## src/rtl/sim_ctrl_host.sv

```systemverilog
// Bus initiator for the simulator-control block: buffers a byte stream into CHAR_OUT
// writes, then issues a single halt write to SIM_CTRL once all bytes have drained.
module sim_ctrl_host #(
  parameter logic [31:0] BaseAddr   = 32'h0002_0000,
  parameter int unsigned FifoDepth  = 8,
  parameter int unsigned RspTimeout = 16
) (
  input  logic                         clk_i,
  input  logic                         rst_ni,
  input  logic                         char_valid_i,
  input  logic [7:0]                   char_i,
  output logic                         char_ready_o,
  input  logic                         halt_i,
  output logic                         req_o,
  output logic                         we_o,
  output logic [3:0]                   be_o,
  output logic [31:0]                  addr_o,
  output logic [31:0]                  wdata_o,
  input  logic                         rvalid_i,
  output logic [$clog2(FifoDepth):0]   count_o,
  output logic                         busy_o,
  output logic                         halted_o,
  output logic                         err_o
);

  localparam int unsigned PtrW = $clog2(FifoDepth);
  localparam int unsigned CntW = PtrW + 1;
  localparam int unsigned TmrW = $clog2(RspTimeout + 1);

  localparam logic [31:0] CharOutAddr = BaseAddr + 32'h0;
  localparam logic [31:0] SimCtrlAddr = BaseAddr + 32'h8;

  typedef enum logic [1:0] {
    StIdle,
    StIssue,
    StWait,
    StHalted
  } state_e;

  state_e r_state;
  state_e w_state_d;

  logic [7:0]      r_mem [FifoDepth];
  logic [PtrW-1:0] r_wptr;
  logic [PtrW-1:0] r_rptr;
  logic [CntW-1:0] r_count;

  logic            r_halt_pend;
  logic            r_halted;
  logic            r_err;
  logic            r_is_halt;
  logic [TmrW-1:0] r_wait_cnt;

  logic            r_req;
  logic            r_we;
  logic [3:0]      r_be;
  logic [31:0]     r_addr;
  logic [31:0]     r_wdata;

  logic w_full;
  logic w_empty;
  logic w_push;
  logic w_pop;
  logic w_start_halt;
  logic w_finish;
  logic w_timeout;

  assign w_full  = (r_count == CntW'(FifoDepth));
  assign w_empty = (r_count == '0);

  // Ready depends on registered state only, so the producer sees no input-to-output path.
  assign char_ready_o = !w_full && !r_halt_pend && !r_halted;
  assign w_push       = char_valid_i && char_ready_o;

  always_comb begin
    w_state_d    = r_state;
    w_pop        = 1'b0;
    w_start_halt = 1'b0;
    w_finish     = 1'b0;
    w_timeout    = 1'b0;
    case (r_state)
      StIdle: begin
        if (!w_empty) begin
          w_pop     = 1'b1;
          w_state_d = StIssue;
        end else if (r_halt_pend) begin
          w_start_halt = 1'b1;
          w_state_d    = StIssue;
        end
      end
      StIssue: begin
        w_state_d = StWait;
      end
      StWait: begin
        if (rvalid_i) begin
          w_finish = 1'b1;
        end else if (r_wait_cnt == TmrW'(RspTimeout - 1)) begin
          w_finish  = 1'b1;
          w_timeout = 1'b1;
        end
        // A lost halt response still ends the run; there is nothing left to retry.
        if (w_finish) begin
          w_state_d = r_is_halt ? StHalted : StIdle;
        end
      end
      StHalted: begin
        w_state_d = StHalted;
      end
      default: begin
        w_state_d = StIdle;
      end
    endcase
  end

  always_ff @(posedge clk_i or negedge rst_ni) begin
    if (!rst_ni) begin
      r_state <= StIdle;
    end else begin
      r_state <= w_state_d;
    end
  end

  always_ff @(posedge clk_i or negedge rst_ni) begin
    if (!rst_ni) begin
      r_wptr  <= '0;
      r_rptr  <= '0;
      r_count <= '0;
    end else begin
      if (w_push) begin
        r_wptr <= r_wptr + PtrW'(1);
      end
      if (w_pop) begin
        r_rptr <= r_rptr + PtrW'(1);
      end
      case ({w_push, w_pop})
        2'b10:   r_count <= r_count + CntW'(1);
        2'b01:   r_count <= r_count - CntW'(1);
        default: r_count <= r_count;
      endcase
    end
  end

  // Storage needs no reset: entries are only read when the occupancy says they are valid.
  always_ff @(posedge clk_i) begin
    if (w_push) begin
      r_mem[r_wptr] <= char_i;
    end
  end

  always_ff @(posedge clk_i or negedge rst_ni) begin
    if (!rst_ni) begin
      r_halt_pend <= 1'b0;
      r_halted    <= 1'b0;
      r_err       <= 1'b0;
    end else begin
      if (w_finish && r_is_halt) begin
        r_halt_pend <= 1'b0;
        r_halted    <= 1'b1;
      end else if (halt_i && !r_halt_pend && !r_halted) begin
        r_halt_pend <= 1'b1;
      end
      if (w_timeout) begin
        r_err <= 1'b1;
      end
    end
  end

  always_ff @(posedge clk_i or negedge rst_ni) begin
    if (!rst_ni) begin
      r_wait_cnt <= '0;
    end else if (r_state == StIssue) begin
      r_wait_cnt <= '0;
    end else if (r_state == StWait) begin
      r_wait_cnt <= r_wait_cnt + TmrW'(1);
    end
  end

  // Bus outputs are loaded on entry to ISSUE; be/addr/wdata then hold until the next one.
  always_ff @(posedge clk_i or negedge rst_ni) begin
    if (!rst_ni) begin
      r_req     <= 1'b0;
      r_we      <= 1'b0;
      r_be      <= 4'b0000;
      r_addr    <= 32'h0;
      r_wdata   <= 32'h0;
      r_is_halt <= 1'b0;
    end else begin
      r_req <= w_pop || w_start_halt;
      r_we  <= w_pop || w_start_halt;
      if (w_pop) begin
        r_be      <= 4'b0001;
        r_addr    <= CharOutAddr;
        r_wdata   <= {24'h0, r_mem[r_rptr]};
        r_is_halt <= 1'b0;
      end else if (w_start_halt) begin
        r_be      <= 4'b0001;
        r_addr    <= SimCtrlAddr;
        r_wdata   <= 32'h1;
        r_is_halt <= 1'b1;
      end
    end
  end

  assign req_o    = r_req;
  assign we_o     = r_we;
  assign be_o     = r_be;
  assign addr_o   = r_addr;
  assign wdata_o  = r_wdata;
  assign count_o  = r_count;
  assign busy_o   = (r_state != StIdle) || !w_empty || r_halt_pend;
  assign halted_o = r_halted;
  assign err_o    = r_err;

endmodule

```

## config.mk

```make
export PLATFORM = sky130hd
export DESIGN_NAME = sim_ctrl_host
export DESIGN_NICKNAME = d
export VERILOG_FILES = /design/src/rtl/sim_ctrl_host.sv
export SDC_FILE = /design/constraint.sdc
export NUM_CORES = 1
export LEC_CHECK = 0
export BUFFER_PORTS_ARGS = -buffer_cell sky130_fd_sc_hd__buf_4
export CAP_MARGIN = 20
export CORE_ASPECT_RATIO = 2
export CORE_MARGIN = 2
export CORE_UTILIZATION = 59
export CTS_CLUSTER_SIZE = 16
export DETAILED_ROUTE_END_ITERATION = 8
export GPL_TIMING_DRIVEN = 0
export PLACE_DENSITY_LB_ADDON = 0.12
export SKIP_LAST_GASP = 1
export SLEW_MARGIN = 20
export SYNTH_ARGS = -nofsm -noshare
export SYNTH_HDL_FRONTEND = slang
export SYNTH_SLANG_ARGS = --single-unit
export TNS_END_PERCENT = 5
```

## constraint.sdc

```tcl
create_clock -name clk_i -period 8 [get_ports clk_i]
set_clock_uncertainty 0.15 [all_clocks]
set_input_delay 1.6 -clock clk_i [delete_from_list [all_inputs] [get_ports clk_i]]
set_output_delay 1.6 -clock clk_i [all_outputs]
set_load 0.01 [all_outputs]
```

**Word-level counts from Yosys, hierarchy flattened**

Memories as Yosys holds them, arrays and structs flattened.
Index checks and enable logic that the tools add are counted.

- Add/sub/neg operators: 5
- Eq/ne operators: 9
- Muxes and demuxes: 31
- Reductions and logical operators: 21

Operators with widths:

| operator | count |
|---|---|
| $mux 32 | 4 |
| $mux 1 | 17 |
| $mux 5 | 2 |
| $reduce_bool 2->1 | 5 |
| $mux 2 | 4 |
| $mux 4 | 2 |
| $pmux 2 s4 | 1 |
| $pmux 4 s2 | 1 |
| $add 3x1->3 const B | 2 |
| $eq 2x2->1 const B | 3 |
| $logic_and 1x1->1 | 6 |
| $add 5x1->5 const B | 1 |
| $eq 5x4->1 const B | 1 |
| $add 4x1->4 const B | 1 |
| $eq 2x1->1 const B | 2 |
| $eq 4x4->1 const B | 1 |
| $logic_not 1->1 | 4 |
| $logic_not 4->1 | 1 |
| $sub 4x1->4 const B | 1 |
| $logic_or 1x1->1 | 3 |
| $ne 3x3->1 const B | 1 |
| $logic_not 2->1 | 1 |
| $ne 2x1->1 const B | 1 |
| $reduce_and 2->1 | 1 |

- Bits in registers: 90
- RAM bits: 64
- Input bits: 13
- Output and inout bits: 78
- Word-level logic and storage cells: 80
- Memories: 1

Memory list:

| memory | depth | width | read ports | clocked after Yosys merged registers in | wr ports | RTL line | source |
|---|---|---|---|---|---|---|---|
| r_mem | 8 | 8 | 1 | 0 | 1 | 43 | `logic [7:0] r_mem [FifoDepth];` |

**Depth between registers and ports, before layout**

Gate-level depths: netlist of the first run.

- Word-level depth: 7
- Depth in mapped cells: 12
- Mapped depth without buffers: 11

**Worst setup path after synthesis of the first run**

OpenSTA, ideal clock, no wires.

- Path kind: input to register
- Start: input port char_valid_i
- End: memory r_mem[0][0], enable pin
- Library setup time: 395 ps
- Data arrival time: 2515 ps
- Required time: 7455 ps
- Path slack: 4940 ps
- Cell stages on the path: 2
- Path buffers: 0
- Cells stage by stage: nand2b_1 -> nor4_1

- Word-level cells in the longest chain between the ends: 3

Ends and longest elaborated chain:

| item | RTL line | source |
|---|---|---|
| start: declaration | 10 | `input logic char_valid_i,` |
| $logic_and 1x1->1 | 73 | `assign w_push = char_valid_i && char_ready_o;` |
| $mux 1 | 145 | `if (w_push) begin` |
| $mux 1 (not written as such) | 146 | `r_mem[r_wptr] <= char_i;` |
| end: declaration | 43 |  |

Every way passes these cells.

**Final worst setup path of the first run**

- Start: register r_count[1] (netlist: count_o[1])
- End: output port busy_o

- Word-level cells in the longest chain between the ends: 4

Ends and longest elaborated chain:

| item | RTL line | source |
|---|---|---|
| start: declaration | 46 | `logic [CntW-1:0] r_count;` |
| start signal: assignment | 136 | `2'b10: r_count <= r_count + CntW'(1);` |
| start signal: assignment | 137 | `2'b01: r_count <= r_count - CntW'(1);` |
| start signal: assignment | 138 | `default: r_count <= r_count;` |
| $logic_not 4->1 | 69 | `assign w_empty = (r_count == '0);` |
| $logic_not 1->1 | 210 | `assign busy_o = (r_state != StIdle) \|\| !w_empty \|\| r_halt_pend;` |
| $logic_or 1x1->1 (2 in series) | 210 |  |
| end: declaration | 21 | `output logic busy_o,` |

Every way passes these cells.

==> impl_metrics.tcl, run 1 <==
set metrics [dict create \
    finalCriticalPeriod_ps 3510 \
    pre_cts_slack_ps 4780 \
    avgSynthCellArea_um2 14.5 \
    setup_ws_ps 4490 \
    antenna_found_initial 0 \
    fin_crit_sh_pct 43.9 \
    final_cell_mix "buf_4, edfxtp_1, conb_1" \
    postLayoutCellArea_um2 5330 \
    worstPathArrival_ps 1760 \
    synth-seq-cells 95 \
    rsz0062_at_grt "false" \
    grt_max_degree 32 \
    status "completed" \
    tightestPinTransition_ps 920 \
    via_count 2461 \
    netlist_area_um2 4410 \
    yosys-top-cells-area "edfxtp_1, dfrtp_1, buf_4, mux4_2, ha_1" \
    wl_per_cell_um 15.0 \
    fill_cells 492 \
    final_common_cell "buf_4" \
    core_area_um2 7270 \
    peakVddDrop_v 0.000216 \
    clockBufferDepth 2 \
    root_buffer "clkbuf_16" \
    multiInputGateArea_um2 1410 \
    relSlewSlack_pct 38.4 \
    clkLatencyLatePin_ps 340 \
    power_density_nw_per_um2 315 \
    tns_ps 0 \
    layout-drive-gt1-share_pct 36.5 \
    place_congestion 0.797 \
    postCtsHoldBufs 0 \
    area_growth_pct 20.7 \
    ctsResizeCount 0 \
    postCtsSetupRepairBufs 0 \
    grt_use_total_pct 19.8 \
    nNetsFinal 434 \
    crit_fanout 8 \
    antenna_left 0 \
    async_reset_ff_share_pct 32.6 \
    cp-end-kind "output port" \
    syn_inst 305 \
    path_class "register to output port" \
    cp.required_ps 6250 \
    drtIter0Drc 119 \
    drcViolationCount 0 \
    p_leak_uw 0.00227 \
    yosysWarnings 0 \
    hpwl_um 5610 \
    fmax_mhz 285 \
    yosysTopAreaCell "edfxtp_1" \
    grt_pass1_vias 2376 \
    yosysUniqueCellTypes 44 \
    slew_violations 0 \
    startpoint_type "register" \
    cts_sinks 95 \
    synth-seq-area-share_pct 61.2 \
    synth_top_cell_area_share_pct 43.6 \
    hold_violations 0 \
    finalSetupViolCount 0 \
    cts_buffers 9 \
    htree_levels 3 \
    hp-class "register to register" \
    drt_wl_total_um 7570 \
    die_h_um 126 \
    antennaDiodeCount 0 \
    start_util_pct 60.7 \
    register_area_um2 2700 \
    die_area_um2 8220 \
    grt_pass1_wl_um 11700 \
    grt-ovfl-total 0 \
    rows 44 \
    via_per_inst 4.86 \
    finalHoldWorstSlack_ps 337 \
    die_w_um 65.1 \
    first_pass_iters 4 \
    maxCapViolCount 0 \
    synth-edff-count 64 \
    synthFlopType "edfxtp_1" \
    dpl_cell_area_um2 5040 \
    path_clk_slew_ps 70 \
    cts_tree "yes" \
    place.port_buffers 33 \
    ios 91 \
]
[synth_stat cells, types with 3 or more instances]
master / n
inv_2: 3
nand3_1: 3
inv_1: 9
ha_1: 12
nand2_1: 17
mux4_2: 16
buf_4: 62
a21oi_1: 6
nor4_1: 5
xor2_1: 4
edfxtp_1: 64
o21ai_1: 7
mux2_2: 3
mux2i_1: 8
dfrtp_1: 31
nand2b_1: 5
nor2_1: 10
xnor2_1: 5
[critical path, stage by stage, from the launching register on]
cell and delay [ps]:
dfrtp_1 400, buf_2 180, or4_4 540, nor2_1 110, nand2_1 60, buf_4 150
[worst paths after layout]
kind,start,slack (ps),to,cells after the start
max in group asynchronous,rst_ni,6380,wdata_o[1]$_DFFE_PN0P_,1
min in group asynchronous,rst_ni,1030,count_o[0]$_DFFE_PN0P_,1
setup reg to reg,count_o[1]$_DFFE_PN0P_,5210,count_o[2]$_DFFE_PN0P_,11
hold reg to reg,err_o$_DFFE_PN0P_,340,err_o$_DFFE_PN0P_,1
hold / removal,err_o$_DFFE_PN0P_,340,err_o$_DFFE_PN0P_,1
setup / recovery,count_o[1]$_DFFE_PN0P_,4490,busy_o,5
[cells by family (layout without fill, tap and decap cells)]
kind of cell	count (synthesis)	in the layout	share of synthesized area, %
xor gates and xnor gates	9	9	1.79
DFF	95	95	61.2
other	1	57	0.0850
and+or+nand+nor	52	52	6.21
muxes	28	28	11.0
adders and majority gates	12	12	3.40
buffers and inverters	81	134	12.4
AOI/OAI and AO/OA	27	27	3.94
[state kept, by name, summed over array words and instances, names as in the netlist]
register / count
r_rptr: 3
halted_o: 1
wdata_o: 8
err_o: 1
we_o: 1
r_state: 2
r_wptr: 3
r_wait_cnt: 5
be_o: 1
count_o: 4
addr_o: 1
r_mem: 64
r_halt_pend: 1
[power by group]
| part | leakage [µW] | internal [µW] | switching [µW] |
|---|---|---|---|
| Sequential | 0.000945 | 607 | 67.6 |
| Clock | 0.000136 | 214 | 185 |
| Combinational | 0.00119 | 300 | 306 |
| Total | 0.00227 | 1120 | 559 |
[metal layers]
| metal | track usage [%] | routed length, µm | share of wire [%] | vias to the layer above |
|---|---|---|---|---|
| li1 | - | - | - | 1195 |
| met1 | 20.0 | 2640 | 35 | 1180 |
| met2 | 36.5 | 4380 | 58 | 75 |
| met3 | 5.09 | 392 | 5.2 | 11 |
| met4 | 9.80 | 157 | 2.1 | 0 |
| met5 | 0 | 0 | 0 | - |
[final cells by class]
type | count | share of cell area (%)
clock inverters | 7 | 1.06
flip-flops and latches | 95 | 50.7
repair buffers | 37 | 5.12
multi-input cells | 185 | 26.5
well taps | 92 | 2.16
clock buffers | 9 | 4.23
plain buffers | 69 | 9.42
inverters | 12 | 0.846
[per-stage QoR]
stage          total power, µW  instances  util, %
2_1_floorplan             1110        361        -
4_1_cts                   1690        506     73.3
5_1_grt                   1780        506     73.3
3_5_place_dp              1290        490     69.4
6_report                  1680        506     73.3
3_3_place_gp              1260        486     68.6
No activity file was read; power rests on OpenSTA's default activity.
==> run 2, diff against run 1 <==
Settings changed: CORE_UTILIZATION 59 to 49.
Clock period 8 ns to 2.8 ns, I/O delays scaled along.
==> run 2 against run 1 <==
- clock power grew to 3.0 times the previous value
- critical endpoint is now count_o[2]$_DFFE_PN0P_
- the flow now finishes with violations (hold timing)
- global-route usage shrank 3.2 points
- combinational power grew to 2.9 times the previous value
- critical path type is now register to register
==> impl_metrics.tcl, run 2 (synthesized netlist as in run 1, its figures left out) <==
set metrics [dict create \
    start_util_pct 49.6 \
    cts_tree "yes" \
    crit_fanout 10 \
    path_clk_slew_ps 60 \
    drt_wl_total_um 7750 \
    setup_ws_ps 140 \
    violations "hold timing" \
    p_seq_share_pct 39.6 \
    relSlewSlack_pct 40.6 \
    final_cell_mix "buf_4, edfxtp_1, conb_1" \
    startpoint_type "register" \
    slew_violations 0 \
    tightestPinTransition_ps 887 \
    clkLatencyLatePin_ps 330 \
    fmax_mhz 376 \
    cp.required_ps 2870 \
    cp-end-kind "register" \
    finalSetupViolCount 0 \
    p_leak_uw 0.00229 \
    die_w_um 71.1 \
    place.port_buffers 33 \
    p_sw_uw 1580 \
    rows 49 \
    clockBufferDepth 2 \
    dpl_cell_area_um2 5070 \
    layout-drive-gt1-share_pct 37.3 \
    die_area_um2 9820 \
    wl_per_cell_um 15.0 \
    fin_crit_sh_pct 95.0 \
    grt_max_degree 32 \
    grt_use_total_pct 16.6 \
    hp-class "primary input to async pin" \
    status "finished, violations left" \
    drcViolationCount 0 \
    path_class "register to register" \
    place_congestion 0.713 \
    tns_ps 0 \
    postLayoutCellArea_um2 5380 \
    postCtsSetupRepairBufs 0 \
    peakVddDrop_v 0.000603 \
    final_common_cell "buf_4" \
    grt-ovfl-total 0 \
    hpwl_um 5770 \
    ios 91 \
    p_int_uw 3290 \
    maxCapViolCount 0 \
    antennaDiodeCount 0 \
    swShare_pct 32.4 \
    area_growth_pct 22.0 \
    rsz0062_at_grt "false" \
    instances_no_fill 518 \
    drtIter0Drc 97 \
    via_per_inst 4.80 \
    htree_levels 3 \
    pre_cts_slack_ps 59.3 \
    power_density_nw_per_um2 905 \
    largest_register_ffs 64 \
    p_comb_share_pct 36.0 \
    grt_pass1_wl_um 12300 \
    cts_sinks 95 \
    grt_pass1_vias 2422 \
    first_pass_iters 4 \
    antenna_found_initial 0 \
    hold_violations 4 \
    root_buffer "clkbuf_16" \
    finalCriticalPeriod_ps 2660 \
    p_total_uw 4870 \
    cts_buffers 9 \
    antenna_left 0 \
    via_count 2487 \
    r2r-start "count_o[1]$_DFFE_PN0P_" \
    die_h_um 138 \
    core_area_um2 8890 \
    clockPowerShare_pct 24.4 \
    regMostFlops "r_mem" \
    finalHoldWorstSlack_ps -3.78 \
    nNetsFinal 436 \
    worstPathArrival_ps 2730 \
    cp-startpoint "count_o[1]$_DFFE_PN0P_" \
    dp_cells 502 \
]
[run 2: worst max-delay path, cell delays in order (launching register included)]
cell,delay [ps]
dfrtp_1,380
buf_2,180
or4_4,550
nand2_8,140
inv_2,90
ha_2,210
xor2_1,150
ha_1,180
a21oi_1,140
xor2_1,170
nor2_1,70
xor2_1,140
[run 2: cell type report]
class / instances / area (µm²)
buffer: 69 / 502
clock buffer: 9 / 225
clock inverter: 7 / 73.8
fill: 713 / 3510
inverter: 12 / 45.0
multi-input combinational: 185 / 1430
sequential: 95 / 2700
tap: 102 / 128
timing repair buffer: 39 / 283
[run 2: path summary, 6_finish.rpt]
path                       depth (start not counted)                        end  slack (ps)
min in group clk_i                                 2          err_o$_DFFE_PN0P_         280
max in group asynchronous                          1  r_wait_cnt[1]$_DFFE_PN0P_        2200
hold reg to reg                                    2     wdata_o[4]$_DFFE_PN0P_         340
setup reg to reg                                  11     count_o[2]$_DFFE_PN0P_         140
setup / recovery                                  11     count_o[2]$_DFFE_PN0P_         140
hold / removal                                     1     count_o[0]$_DFFE_PN0P_          -4
[run 2: metrics by stage]
stage | util [%] | hold slack [ps]
2_1_floorplan | - | 114
3_3_place_gp | 56.2 | 317
3_5_place_dp | 57.0 | 334
4_1_cts | 60.4 | 12.5
5_1_grt | 60.5 | 24.0
6_report | 60.5 | -3.78
[run 2: metal layers]
layer,vias to the layer above,global-route usage (%),share of wire [%]
met5,-,0,0
met4,0,6.26,1.5
met3,10,3.72,4.6
met2,63,30.3,57
met1,1213,18.4,36
li1,1201,-,-
[run 2: power groups by stage]
stage          logic, µW  registers [µW]  clock network [µW]
2_1_floorplan       1210            1960                   0
3_3_place_gp        1690            1950                   0
3_5_place_dp        1750            1960                   0
4_1_cts             1770            1930                1220
5_1_grt             1950            1960                1290
6_report            1750            1930                1190
[run 2: what timing repair did]
action / CTS / global route
resized for setup: 0 / 3
endpoints found under the setup margin: 0 / 1
hold buffers: 0 / 0
==> run 3, diff against run 2 <==
Settings changed: CELL_PAD_IN_SITES_DETAIL_PLACEMENT set to 1, CELL_PAD_IN_SITES_GLOBAL_PLACEMENT set to 1, CORE_UTILIZATION 49 to 40.
==> run 3 against run 2 <==
- the flow still finishes with violations (hold timing)
- register-to-register slack better by 50 ps
- clock power barely moved
- critical path depth is the same
- final area increased by 0.88%
- die area grew 21%
- global-route usage fell by 0.89 points
- total power rose by 0.37%
- sequential share of layout area is 0.44 points lower
==> impl_metrics.tcl, run 3 (synthesized netlist as in run 1, its figures left out) <==
set metrics [dict create \
    status "finished, violations left" \
    violations "hold timing" \
    die_h_um 153 \
    final_util_pct 50.2 \
    cp_cell_sequence "buf_2 > or4_4 > nand2_8 > inv_2 > ha_2 > xor2_1 > ha_1 > a21oi_1 > xor2_1 > nor2_1 > xor2_1" \
    tightestPinTransition_ps 912 \
    root_buffer "clkbuf_16" \
    layout-drive-gt1-share_pct 37.2 \
    rsz0062_at_grt "false" \
    power_density_nw_per_um2 901 \
    grt_pass1_wl_um 14000 \
    critPathTopFamily "simple AND/OR/NAND/NOR gates" \
    grt_pass1_vias 2662 \
    drcViolationCount 0 \
    swShare_pct 34.0 \
    die_w_um 78.3 \
    drt_wl_total_um 8740 \
    nNetsFinal 437 \
    p_total_uw 4890 \
    antennaDiodeCount 0 \
    first_pass_iters 4 \
    p_leak_uw 0.00229 \
    clkLatencyLatePin_ps 340 \
    fin_crit_sh_pct 93.1 \
    final_common_cell "buf_4" \
    r2r_cells 11 \
    path_class "register to register" \
    fill_cells 1105 \
    worstPathArrival_ps 2680 \
    finalCriticalPeriod_ps 2610 \
    cpMaxStageDelayCell "or4_4" \
    tns_ps 0 \
    finalSetupViolCount 0 \
    p_comb_share_pct 36.5 \
    fmax_mhz 384 \
    peakVddDrop_v 0.000695 \
    wl_per_cell_um 15.7 \
    path_clk_slew_ps 70 \
    largest_register_ffs 64 \
    drtIter0Drc 54 \
    hpwl_um 6540 \
    core_area_um2 10800 \
    p_sw_uw 1660 \
    crit_fanout 8 \
    crit_cells 11 \
    pre_cts_slack_ps 50.6 \
    rows 54 \
    clockPowerShare_pct 24.1 \
    die_area_um2 11900 \
    relSlewSlack_pct 39.0 \
    clockBufferDepth 2 \
    area_growth_pct 23.1 \
    grt_use_total_pct 15.7 \
    maxCapViolCount 0 \
    cts_sinks 95 \
    antenna_left 0 \
    final_cell_mix "buf_4, edfxtp_1, conb_1" \
    slew_violations 0 \
    setup_ws_ps 193 \
    htree_levels 3 \
    max_stage_delay_ps 590 \
    cts_tree "yes" \
    ios 91 \
    cts_buffers 9 \
    place.port_buffers 33 \
    start_util_pct 40.8 \
    grt_max_degree 32 \
    p_int_uw 3230 \
    via_count 2557 \
    finalHoldWorstSlack_ps -3.57 \
    startpoint_type "register" \
    cpMostUsedCell "xor2_1" \
    place_congestion 0.673 \
    path_buf_inv 2 \
    hold_violations 4 \
    cp.required_ps 2880 \
    via_per_inst 4.59 \
    grt-ovfl-total 0 \
    hp-class "primary input to async pin" \
    p_seq_share_pct 39.4 \
    regMostFlops "r_mem" \
    antenna_found_initial 0 \
    cp-end-kind "register" \
]
==> run 3: cell count changes in the layout (fill, tap and decap cells not counted) <==
cell       before  now
clkinv_2        2    0
clkinv_4        3    2
bufinv_16       1    0
buf_4          97  102
buf_2           6    2
nor4b_1         0    1
nor4b_2         1    0
inv_6           0    3
inv_8           0    1
==> run 3: metal layers <==
| metal | wire length (µm) | track usage, % | vias up |
|---|---|---|---|
| met5 | 0 | 0 | - |
| met4 | 289 | 8.27 | 0 |
| met3 | 392 | 3.38 | 19 |
| met2 | 4990 | 29.3 | 76 |
| met1 | 3070 | 15.9 | 1263 |
| li1 | - | - | 1199 |
==> run 3: area by class of cell <==
cell class / count / area, µm² / area share (%)
Multi-Input combinational cell: 185 / 1420 / 26.2
Inverter: 12 / 45.0 / 0.829
Clock inverter: 7 / 62.6 / 1.15
Sequential cell: 95 / 2700 / 49.7
Timing Repair Buffer: 40 / 300 / 5.53
Clock buffer: 9 / 225 / 4.15
Buffer: 69 / 502 / 9.24
Tap cell: 140 / 175 / 3.23
==> run 3: path summary, 6_finish.rpt <==
path	startpoint	to	slack (ps)
setup / recovery	count_o[1]$_DFFE_PN0P_	count_o[2]$_DFFE_PN0P_	190
hold / removal	rst_ni	count_o[1]$_DFFE_PN0P_	-4
setup reg to reg	count_o[1]$_DFFE_PN0P_	count_o[2]$_DFFE_PN0P_	190
hold reg to reg	err_o$_DFFE_PN0P_	err_o$_DFFE_PN0P_	330
max in group asynchronous	rst_ni	r_wait_cnt[1]$_DFFE_PN0P_	2190
min in group clk_i	rvalid_i	err_o$_DFFE_PN0P_	260
==> run 3: metrics by stage <==
step                instance area (µm²)  instances
finish                             5430        557
global placement                   5040        534
detailed placement                 5120        540
floorplan                          4620        361
CTS                                5410        556
global route                       5430        557
==> run 3: repair_timing <==
item	CTS	global route
endpoints found under the setup margin	0	1
gates resized for setup	0	2
hold buffers	0	0
setup buffers	0	1
==> run 3: power groups by stage <==
stage | sequential [µW] | combinational [µW] | clock [µW]
global placement | 1950 | 1710 | 0
global route | 1970 | 1970 | 1260
finish | 1930 | 1780 | 1180
CTS | 1940 | 1800 | 1210
floorplan | 1960 | 1210 | 0
detailed placement | 1970 | 1790 | 0
